## config.mk

```make
export PLATFORM = sky130hd
export DESIGN_NAME = seq_divider16
export DESIGN_NICKNAME = d
export VERILOG_FILES = /design/src/rtl/seq_divider16_pkg.sv /design/src/rtl/seq_divider16_div_step.sv /design/src/rtl/seq_divider16.sv
export SDC_FILE = /design/constraint.sdc
export NUM_CORES = 1
export LEC_CHECK = 0
export ABC_AREA = 1
export ABC_CLOCK_PERIOD_IN_PS = 2029
export CAP_MARGIN = 20
export CORE_ASPECT_RATIO = 1.75
export CORE_MARGIN = 4
export CORE_UTILIZATION = 35
export CTS_CLUSTER_SIZE = 14
export DETAILED_ROUTE_END_ITERATION = 6
export DONT_BUFFER_PORTS = 1
export GPL_TIMING_DRIVEN = 1
export REMOVE_ABC_BUFFERS = 1
export SLEW_MARGIN = 20
export SYNTH_ARGS = -nofsm -noshare
export SYNTH_HDL_FRONTEND = slang
export SYNTH_SLANG_ARGS = --single-unit
export TNS_END_PERCENT = 10
```

## constraint.sdc

```tcl
create_clock -name clk -period 2.03 [get_ports clk]
set_input_delay 0.203 -clock clk [delete_from_list [all_inputs] [get_ports clk]]
set_output_delay 0.203 -clock clk [all_outputs]
set_load 0.02 [all_outputs]
```

## src/rtl/seq_divider16_pkg.sv

```systemverilog
// Shared definitions for the sequential restoring divider: default width and FSM states.
package seq_divider16_pkg;

    localparam int unsigned DivW = 16;

    typedef enum logic [1:0] {
        StIdle = 2'd0,
        StCalc = 2'd1,
        StDone = 2'd2
    } state_e;

endpackage

```

## src/rtl/seq_divider16_div_step.sv

```systemverilog
// One restoring-division iteration: shift in the next dividend bit, then compare and subtract.
module seq_divider16_div_step #(
    parameter int unsigned W = 16
) (
    input  logic [W-1:0] rem_i,
    input  logic         next_bit_i,
    input  logic [W-1:0] divisor_i,
    output logic [W-1:0] rem_o,
    output logic         qbit_o
);

    logic [W:0] t;

    always_comb begin
        t      = {rem_i, next_bit_i};
        qbit_o = (t >= {1'b0, divisor_i});
        // rem_i < divisor_i, so the difference always fits back into W bits.
        rem_o  = qbit_o ? (t[W-1:0] - divisor_i) : t[W-1:0];
    end

endmodule

```

## src/rtl/seq_divider16.sv

```systemverilog
// Sequential restoring divider, 2W/W -> W quotient and W remainder, one quotient bit per clock,
// with valid/ready handshakes and early completion on divide-by-zero or quotient overflow.
module seq_divider16
    import seq_divider16_pkg::*;
#(
    parameter int unsigned W = DivW
) (
    input  logic           clk,
    input  logic           rst_n,
    input  logic           in_valid,
    output logic           in_ready,
    input  logic [2*W-1:0] dividend,
    input  logic [W-1:0]   divisor,
    output logic           out_valid,
    input  logic           out_ready,
    output logic [W-1:0]   quotient,
    output logic [W-1:0]   remainder,
    output logic           dbz,
    output logic           ovf
);

    localparam int unsigned CntW = $clog2(W);

    state_e          state_q, state_d;
    logic [CntW-1:0] cnt_q, cnt_d;
    logic [W-1:0]    rem_q, rem_d;
    logic [W-1:0]    quot_q, quot_d;
    logic [W-1:0]    dvsr_q, dvsr_d;
    logic            dbz_q, dbz_d;
    logic            ovf_q, ovf_d;
    logic            in_ready_q, in_ready_d;
    logic            out_valid_q, out_valid_d;

    logic [W-1:0]    step_rem;
    logic            step_qbit;

    // quot_q doubles as the dividend shift register: low dividend bits leave at the MSB
    // while quotient bits enter at the LSB, so after W steps it holds the quotient.
    seq_divider16_div_step #(
        .W (W)
    ) u_step (
        .rem_i      (rem_q),
        .next_bit_i (quot_q[W-1]),
        .divisor_i  (dvsr_q),
        .rem_o      (step_rem),
        .qbit_o     (step_qbit)
    );

    always_comb begin
        state_d = state_q;
        cnt_d   = cnt_q;
        rem_d   = rem_q;
        quot_d  = quot_q;
        dvsr_d  = dvsr_q;
        dbz_d   = dbz_q;
        ovf_d   = ovf_q;

        case (state_q)
            StIdle: begin
                if (in_valid) begin
                    dvsr_d = divisor;
                    cnt_d  = '0;
                    if (divisor == '0) begin
                        state_d = StDone;
                        dbz_d   = 1'b1;
                        ovf_d   = 1'b0;
                        quot_d  = '1;
                        rem_d   = dividend[W-1:0];
                    end else if (dividend[2*W-1:W] >= divisor) begin
                        state_d = StDone;
                        dbz_d   = 1'b0;
                        ovf_d   = 1'b1;
                        quot_d  = '1;
                        rem_d   = '0;
                    end else begin
                        state_d = StCalc;
                        dbz_d   = 1'b0;
                        ovf_d   = 1'b0;
                        quot_d  = dividend[W-1:0];
                        rem_d   = dividend[2*W-1:W];
                    end
                end
            end
            StCalc: begin
                rem_d  = step_rem;
                quot_d = {quot_q[W-2:0], step_qbit};
                cnt_d  = cnt_q + 1'b1;
                if (cnt_q == CntW'(W - 1)) begin
                    state_d = StDone;
                end
            end
            StDone: begin
                if (out_ready) begin
                    state_d = StIdle;
                end
            end
            default: state_d = StIdle;
        endcase

        in_ready_d  = (state_d == StIdle);
        out_valid_d = (state_d == StDone);
    end

    always_ff @(posedge clk or negedge rst_n) begin
        if (!rst_n) begin
            state_q     <= StIdle;
            cnt_q       <= '0;
            rem_q       <= '0;
            quot_q      <= '0;
            dvsr_q      <= '0;
            dbz_q       <= 1'b0;
            ovf_q       <= 1'b0;
            in_ready_q  <= 1'b1;
            out_valid_q <= 1'b0;
        end else begin
            state_q     <= state_d;
            cnt_q       <= cnt_d;
            rem_q       <= rem_d;
            quot_q      <= quot_d;
            dvsr_q      <= dvsr_d;
            dbz_q       <= dbz_d;
            ovf_q       <= ovf_d;
            in_ready_q  <= in_ready_d;
            out_valid_q <= out_valid_d;
        end
    end

    assign in_ready  = in_ready_q;
    assign out_valid = out_valid_q;
    assign quotient  = quot_q;
    assign remainder = rem_q;
    assign dbz       = dbz_q;
    assign ovf       = ovf_q;

endmodule

```

==> summary.txt <==
Outcome
  • Status: completed

Yosys
  • Synth warn: 0
  • Main combinational cell family by area after synthesis: simple AND/OR/NAND/NOR gates
  • Compound-gate portion of the synthesized area: 11.6%
  • Mapped cell area: 4490 um^2
  • Library cells used by synthesis: 40
  • Mux share of post-synthesis cell area: 0.223%
  • Seq cells post-synth: 58
  • Adder-Cell Fraction of Synth Area: 9.65%
  • Post-Syn Area per Cell: 6.78 um^2
  • Simple-gate share of the synthesized area: 33.8%
  • Gate Count Post-Synth: 662
  • Sequential element share of the synthesized area: 32.4%
  • XOR/XNOR share of the synthesized area: 1.37%

Placement
  • Buffers on Ports: 0
  • Placed cell area: 5060 um^2
  • Post-Place Setup Slack: -0.0671 ns
  • Placer Congestion: 0.949
  • Placed insts: 866
  • HPWL Detailed: 11900 um

Clock network
  • Sink Count: 58
  • Root buf cell: clkbuf_16
  • Later-pin clock latency in the skew report: 0.34 ns
  • Worst-path clk slew: 0.06 ns
  • CTS tree: done
  • CTS Buffer Depth: 2
  • CTS Buf Count: 9
  • H-tree levels: 3

Worst setup path
  • Worst setup path category: reg2reg
  • Crit-path max cell delay: 0.41 ns
  • Crit path cell chain: ha_4 > buf_6 > nand4_1 > buf_4 > a21oi_2 > nor2_4 > buf_6 > nand3_2 > nand2_1 > nor2_1 > nor2_1 > a21oi_1
  • CP Capture Type: flip-flop
  • Critical path buffers and inverters: 3
  • CP max FO: 7
  • Worst Path Required: 2.28 ns
  • Highest-delay cell along the critical path: dfrtp_1
  • Critical path launch point type: flip-flop
  • Top delay family on crit path: simple AND/OR/NAND/NOR gates
  • Worst EP arrival: 2.26 ns

Routing
  • Met3 WL: 867 um
  • Via count: 4575
  • Wirelength per Cell: 17.6 um
  • DR vias/cell: 5.15
  • Drt total wl: 15600 um
  • Metal2 WL: 8810 um
  • Initial DRC count: 212
  • Met1 WL: 5430 um
  • DRC: 0
  • DRT antenna net count: 0
  • Max Used Layer: met4
  • DRT Pass-1 Iters: 5

Timing
  • Tcrit/Tclk final: 98.9%
  • Final worst slack: 0.0220 ns
  • RSZ-0062 raised after global routing: yes
  • Final setup viols: 0
  • Fmax: 0.498 GHz
  • Final hold slack: 0.0514 ns
  • Worst Skew: 0.0133 ns
  • Post-layout min period: 2.01 ns
  • Max_slew headroom: 71.6%
  • Slew of the pin with the lowest slew margin: 0.426 ns
  • Slew Limit Fails: 0
  • Final Hold Viols: 0

Die
  • Die Wd: 93.6 um
  • Row cnt: 54
  • Die Area: 14800 um^2
  • # IOs: 88
  • Die Height: 158 um
  • Core box area: 12500 um^2
  • Initial Util: 35.9%

GRT
  • First-pass GRT wire length: 24000 um
  • GRT Util Overall: 21.3%
  • Antenna violations before repair: 0
  • Vias in the first global route: 4677
  • Total grt overflow: 0
  • Largest net degree at the start of global routing: 59

Pwr
  • Part of the power in the clock network: 12.1%
  • Sequential share of power: 20.0%
  • Switching part of the total power: 50.3%
  • P_sw: 6.15 mW
  • Internal Pwr Total: 6.07 mW
  • Comb pwr share: 67.9%
  • Maximum vdd drop: 0.662 mV
  • Power density over the cells: 2160 nW/um^2
  • Static Leak: 2.90 nW

Layout
  • Final #Nets: 801
  • Ant diodes: 0
  • Design area: 5650 um^2
  • Share of layout cells above drive strength 1: 18.8%
  • Final cell utilization of the core: 45.2%
  • Fin cells: 888
  • Area Growth Syn to Fin: 25.8%

Min path
  • Min-Delay Path Class: in2reg

Flow run
  • Max-cap violations: 0
## Yosys cell counts, drive strengths merged
master / n / area share (%)
xor2: 5 / 0.98
and3: 1 / 0.14
a31oi: 1 / 0.14
buf: 13 / 2.0
ha: 33 / 9.2
or2: 1 / 0.14
clkbuf: 12 / 1.0
mux2i: 1 / 0.22
inv: 95 / 7.9
o31ai: 1 / 0.17
nand4: 13 / 1.8
a21oi: 24 / 2.9
a21boi: 2 / 0.33
dfrtp: 57 / 32
o21a: 1 / 0.17
nand3b: 4 / 0.67
fa: 1 / 0.45
nand3: 50 / 5.7
nor2: 44 / 4.1
a22o: 2 / 0.39
xnor2: 2 / 0.39
o21ai: 64 / 7.1
nor3: 5 / 0.67
dfstp: 1 / 0.59
nand2: 211 / 18
nor4: 16 / 2.2
o211ai: 1 / 0.17
o21bai: 1 / 0.17
## sequential cells by signal, indices dropped and copies added, names as in the netlist
| name | flops |
|---|---|
| quotient | 16 |
| cnt_q | 4 |
| remainder | 16 |
| state_q | 2 |
| ovf | 1 |
| dbz | 1 |
| dvsr_q | 16 |
| in_ready | 1 |
| out_valid | 1 |
## what timing repair did
action,CTS,global route
setup buffers,0,4
hold endpoints to repair,58,0
endpoints found under the setup margin,16,17
resized for setup,3,47
hold buffers,2,0
pin swaps,0,16
## metrics by stage
stage / total power, mW / TNS (ns)
floorplan: 6.93 / -35.15
detailed placement: 9.77 / -0.317
global placement: 9.66 / -0.0303
global route: 13.2 / -0.680
finish: 12.2 / 0
CTS: 11.4 / -0.126
## cell families (layout without fill, tap and decap cells)
family,Yosys count,count (layout)
AOI/OAI and AO/OA,97,97
xor gates and xnor gates,7,7
adders and majority gates,34,34
buffers and inverters,120,178
DFF,58,58
muxes,1,1
and+or+nand+nor,345,345
## power groups by stage
stage,registers [mW],logic [mW],clock network [mW]
6_report,2.45,8.30,1.48
5_1_grt,2.52,9.17,1.53
3_5_place_dp,2.42,7.35,0
4_1_cts,2.41,7.50,1.49
2_1_floorplan,2.56,4.37,0
3_3_place_gp,2.39,7.26,0
## metal layers
| layer | GRT usage, % | up-vias |
|---|---|---|
| met5 | 0 | - |
| met4 | 9.23 | 0 |
| met3 | 5.28 | 35 |
| met2 | 41.8 | 138 |
| met1 | 20.5 | 2153 |
| li1 | - | 2249 |
## worst paths after layout
check                           slack [ns]     startpoint             to  cells after the start
worst max-delay path                  0.02  remainder[13]   remainder[1]                     12
worst min-delay path                  0.05     divisor[0]      dvsr_q[0]                      2
worst max register to register        0.02  remainder[13]   remainder[1]                     12
worst min register to register        0.49      dvsr_q[5]      dvsr_q[5]                      2
max in group asynchronous             1.27          rst_n       in_ready                      2
min in group asynchronous             0.43          rst_n  remainder[14]                      2
## cells in the final DEF, fill, tap and decap left out, drive strengths merged, types with 13 or more instances in the layout
| cell | Yosys | final |
|---|---|---|
| nand2 | 211 | 211 |
| inv | 95 | 96 |
| buf | 13 | 66 |
| o21ai | 64 | 64 |
| dfrtp | 57 | 57 |
| nand3 | 50 | 50 |
| nor2 | 44 | 44 |
| ha | 33 | 33 |
| a21oi | 24 | 24 |
| nor4 | 16 | 16 |
| nand4 | 13 | 13 |
## layout make-up
type / count / area (um^2)
clock buffer: 10 / 239
fill: 1270 / 6850
multi-input combinational: 484 / 2760
timing repair buffer: 67 / 586
tap: 168 / 210
clock inverter: 6 / 41.3
inverter: 95 / 362
sequential: 58 / 1450
(Power assumes the default switching activity.)
==> RTL change, RTL diff (config.mk and constraints unchanged) <==
Take the reset off `dvsr_q` and load it in a clocked block of its own.
--- a/src/rtl/seq_divider16.sv
+++ b/src/rtl/seq_divider16.sv
@@ -107,7 +107,6 @@
             cnt_q       <= '0;
             rem_q       <= '0;
             quot_q      <= '0;
-            dvsr_q      <= '0;
             dbz_q       <= 1'b0;
             ovf_q       <= 1'b0;
             in_ready_q  <= 1'b1;
@@ -117,12 +116,15 @@
             cnt_q       <= cnt_d;
             rem_q       <= rem_d;
             quot_q      <= quot_d;
-            dvsr_q      <= dvsr_d;
             dbz_q       <= dbz_d;
             ovf_q       <= ovf_d;
             in_ready_q  <= in_ready_d;
             out_valid_q <= out_valid_d;
         end
+    end
+
+    always_ff @(posedge clk) begin
+        dvsr_q <= dvsr_d;
     end
 
     assign in_ready  = in_ready_q;
Behaviour: same outputs for any inputs over 4 cycles, from zero or initial values and one cycle with rst_n low; that may be too few to reach the edited logic, so the function may still have changed.
==> RTL change against the original RTL <==
  * Total power shrank 15%
  * Cell area about the same
  * Combinational power is 22% lower
  * Worst setup slack improved by 0.0079 ns
  * Wire length is 9.0% lower
  * Sequential cell count did not move
  * Synthesized area fell by 5.1%
  * Highest routed layer unchanged
==> RTL change: results (changes against the original RTL) <==
Layout
  – Layout cells sized above 1: 0.234 (+0.0465)
  – Buffering overhead: 0.123 (+0.0192)
  – Final #Nets: 722 (-9.9%)
  – Non-clock buffer count in the final layout: 75 (+12%)

Routing
  – DR iter-0 viols: 290 (+37%)
  – Drt pass-1 iters: 4 (-1)
  – Vias per cell: 5.32 (+3.3%)
  – Drt wl/cell: 18.2 microns (+3.9%)

Hold path
  – Hold EP: remainder[4]
  – Worst hold start: dividend[20]

Clock network
  – Hold buffers post-CTS: 19 (+17)
  – Post-CTS Resized: 8 (+5)

Pwr
  – Leak: 2.74 nW (-5.4%)
  – Switching power: 4.90 mW (-20%)
  – Switch share: 0.474 (-0.0294)

Setup path
  – FF-to-FF End: remainder[3]
  – CP Max Fanout: 14 (+7)
  – Reg2Reg Depth: 11 (-1)

Global route
  – Number of global-route vias before repair: 4333 (-7.4%)
  – First-pass GRT wire length: 21400 microns (-11%)

Synthesis
  – Synth unique cells: 41 (+2.5%)
  – Top post-synthesis cells by count: 142 x nand2_1, 87 x inv_1, 44 x nor2_1
  – Asr flop ratio synth: 0.724 (-0.276)
  – Mapped Cells: 565 (-15%)
  – Post-synthesis sequential area ratio: 0.360 (+0.0363)

Placed design
  – HPWL after DPL: 10600 microns (-11%)
  – Dpl ws: -0.139 ns (-0.0720 ns)

STA
  – Clock period minus worst slack: 2.00 ns (-0.00792 ns)
  – Worst Skew: 0.00739 ns (-0.00591 ns)

Status
  – Status: complete, no violations
-- RTL change: changes by cell type after synthesis, moves of 5 or more --
cell / change
o21ai_1: +7
nor4_1: -15
a22oi_1: +13
nand3_2: +8
edfxtp_1: +16
o21ai_0: -42
a21oi_1: +13
nand2_1: -62
nand4_1: -6
clkbuf_1: -6
inv_1: -5
nand3_1: -16
dfrtp_1: -16
-- RTL change: routing by layer --
| layer | share of wire | track usage | vias to the layer above |
|---|---|---|---|
| met5 | 0 | 0 | - |
| met4 | 0.068 | 0.131 | 0 |
| li1 | - | - | 1979 |
| met3 | 0.056 | 0.0450 | 57 |
| met1 | 0.34 | 0.179 | 1960 |
| met2 | 0.54 | 0.366 | 145 |
-- RTL change: cells by family after synthesis --
group / count (synthesis) / share of synthesized area
buffers and inverters: 106 / 0.105
AO/OA/AOI/OAI: 97 / 0.135
flip-flops: 58 / 0.360
XOR/XNOR: 11 / 0.0226
multiplexers: 1 / 0.00235
adder cells (fa/ha/maj): 34 / 0.102
AND/OR/NAND/NOR: 258 / 0.273
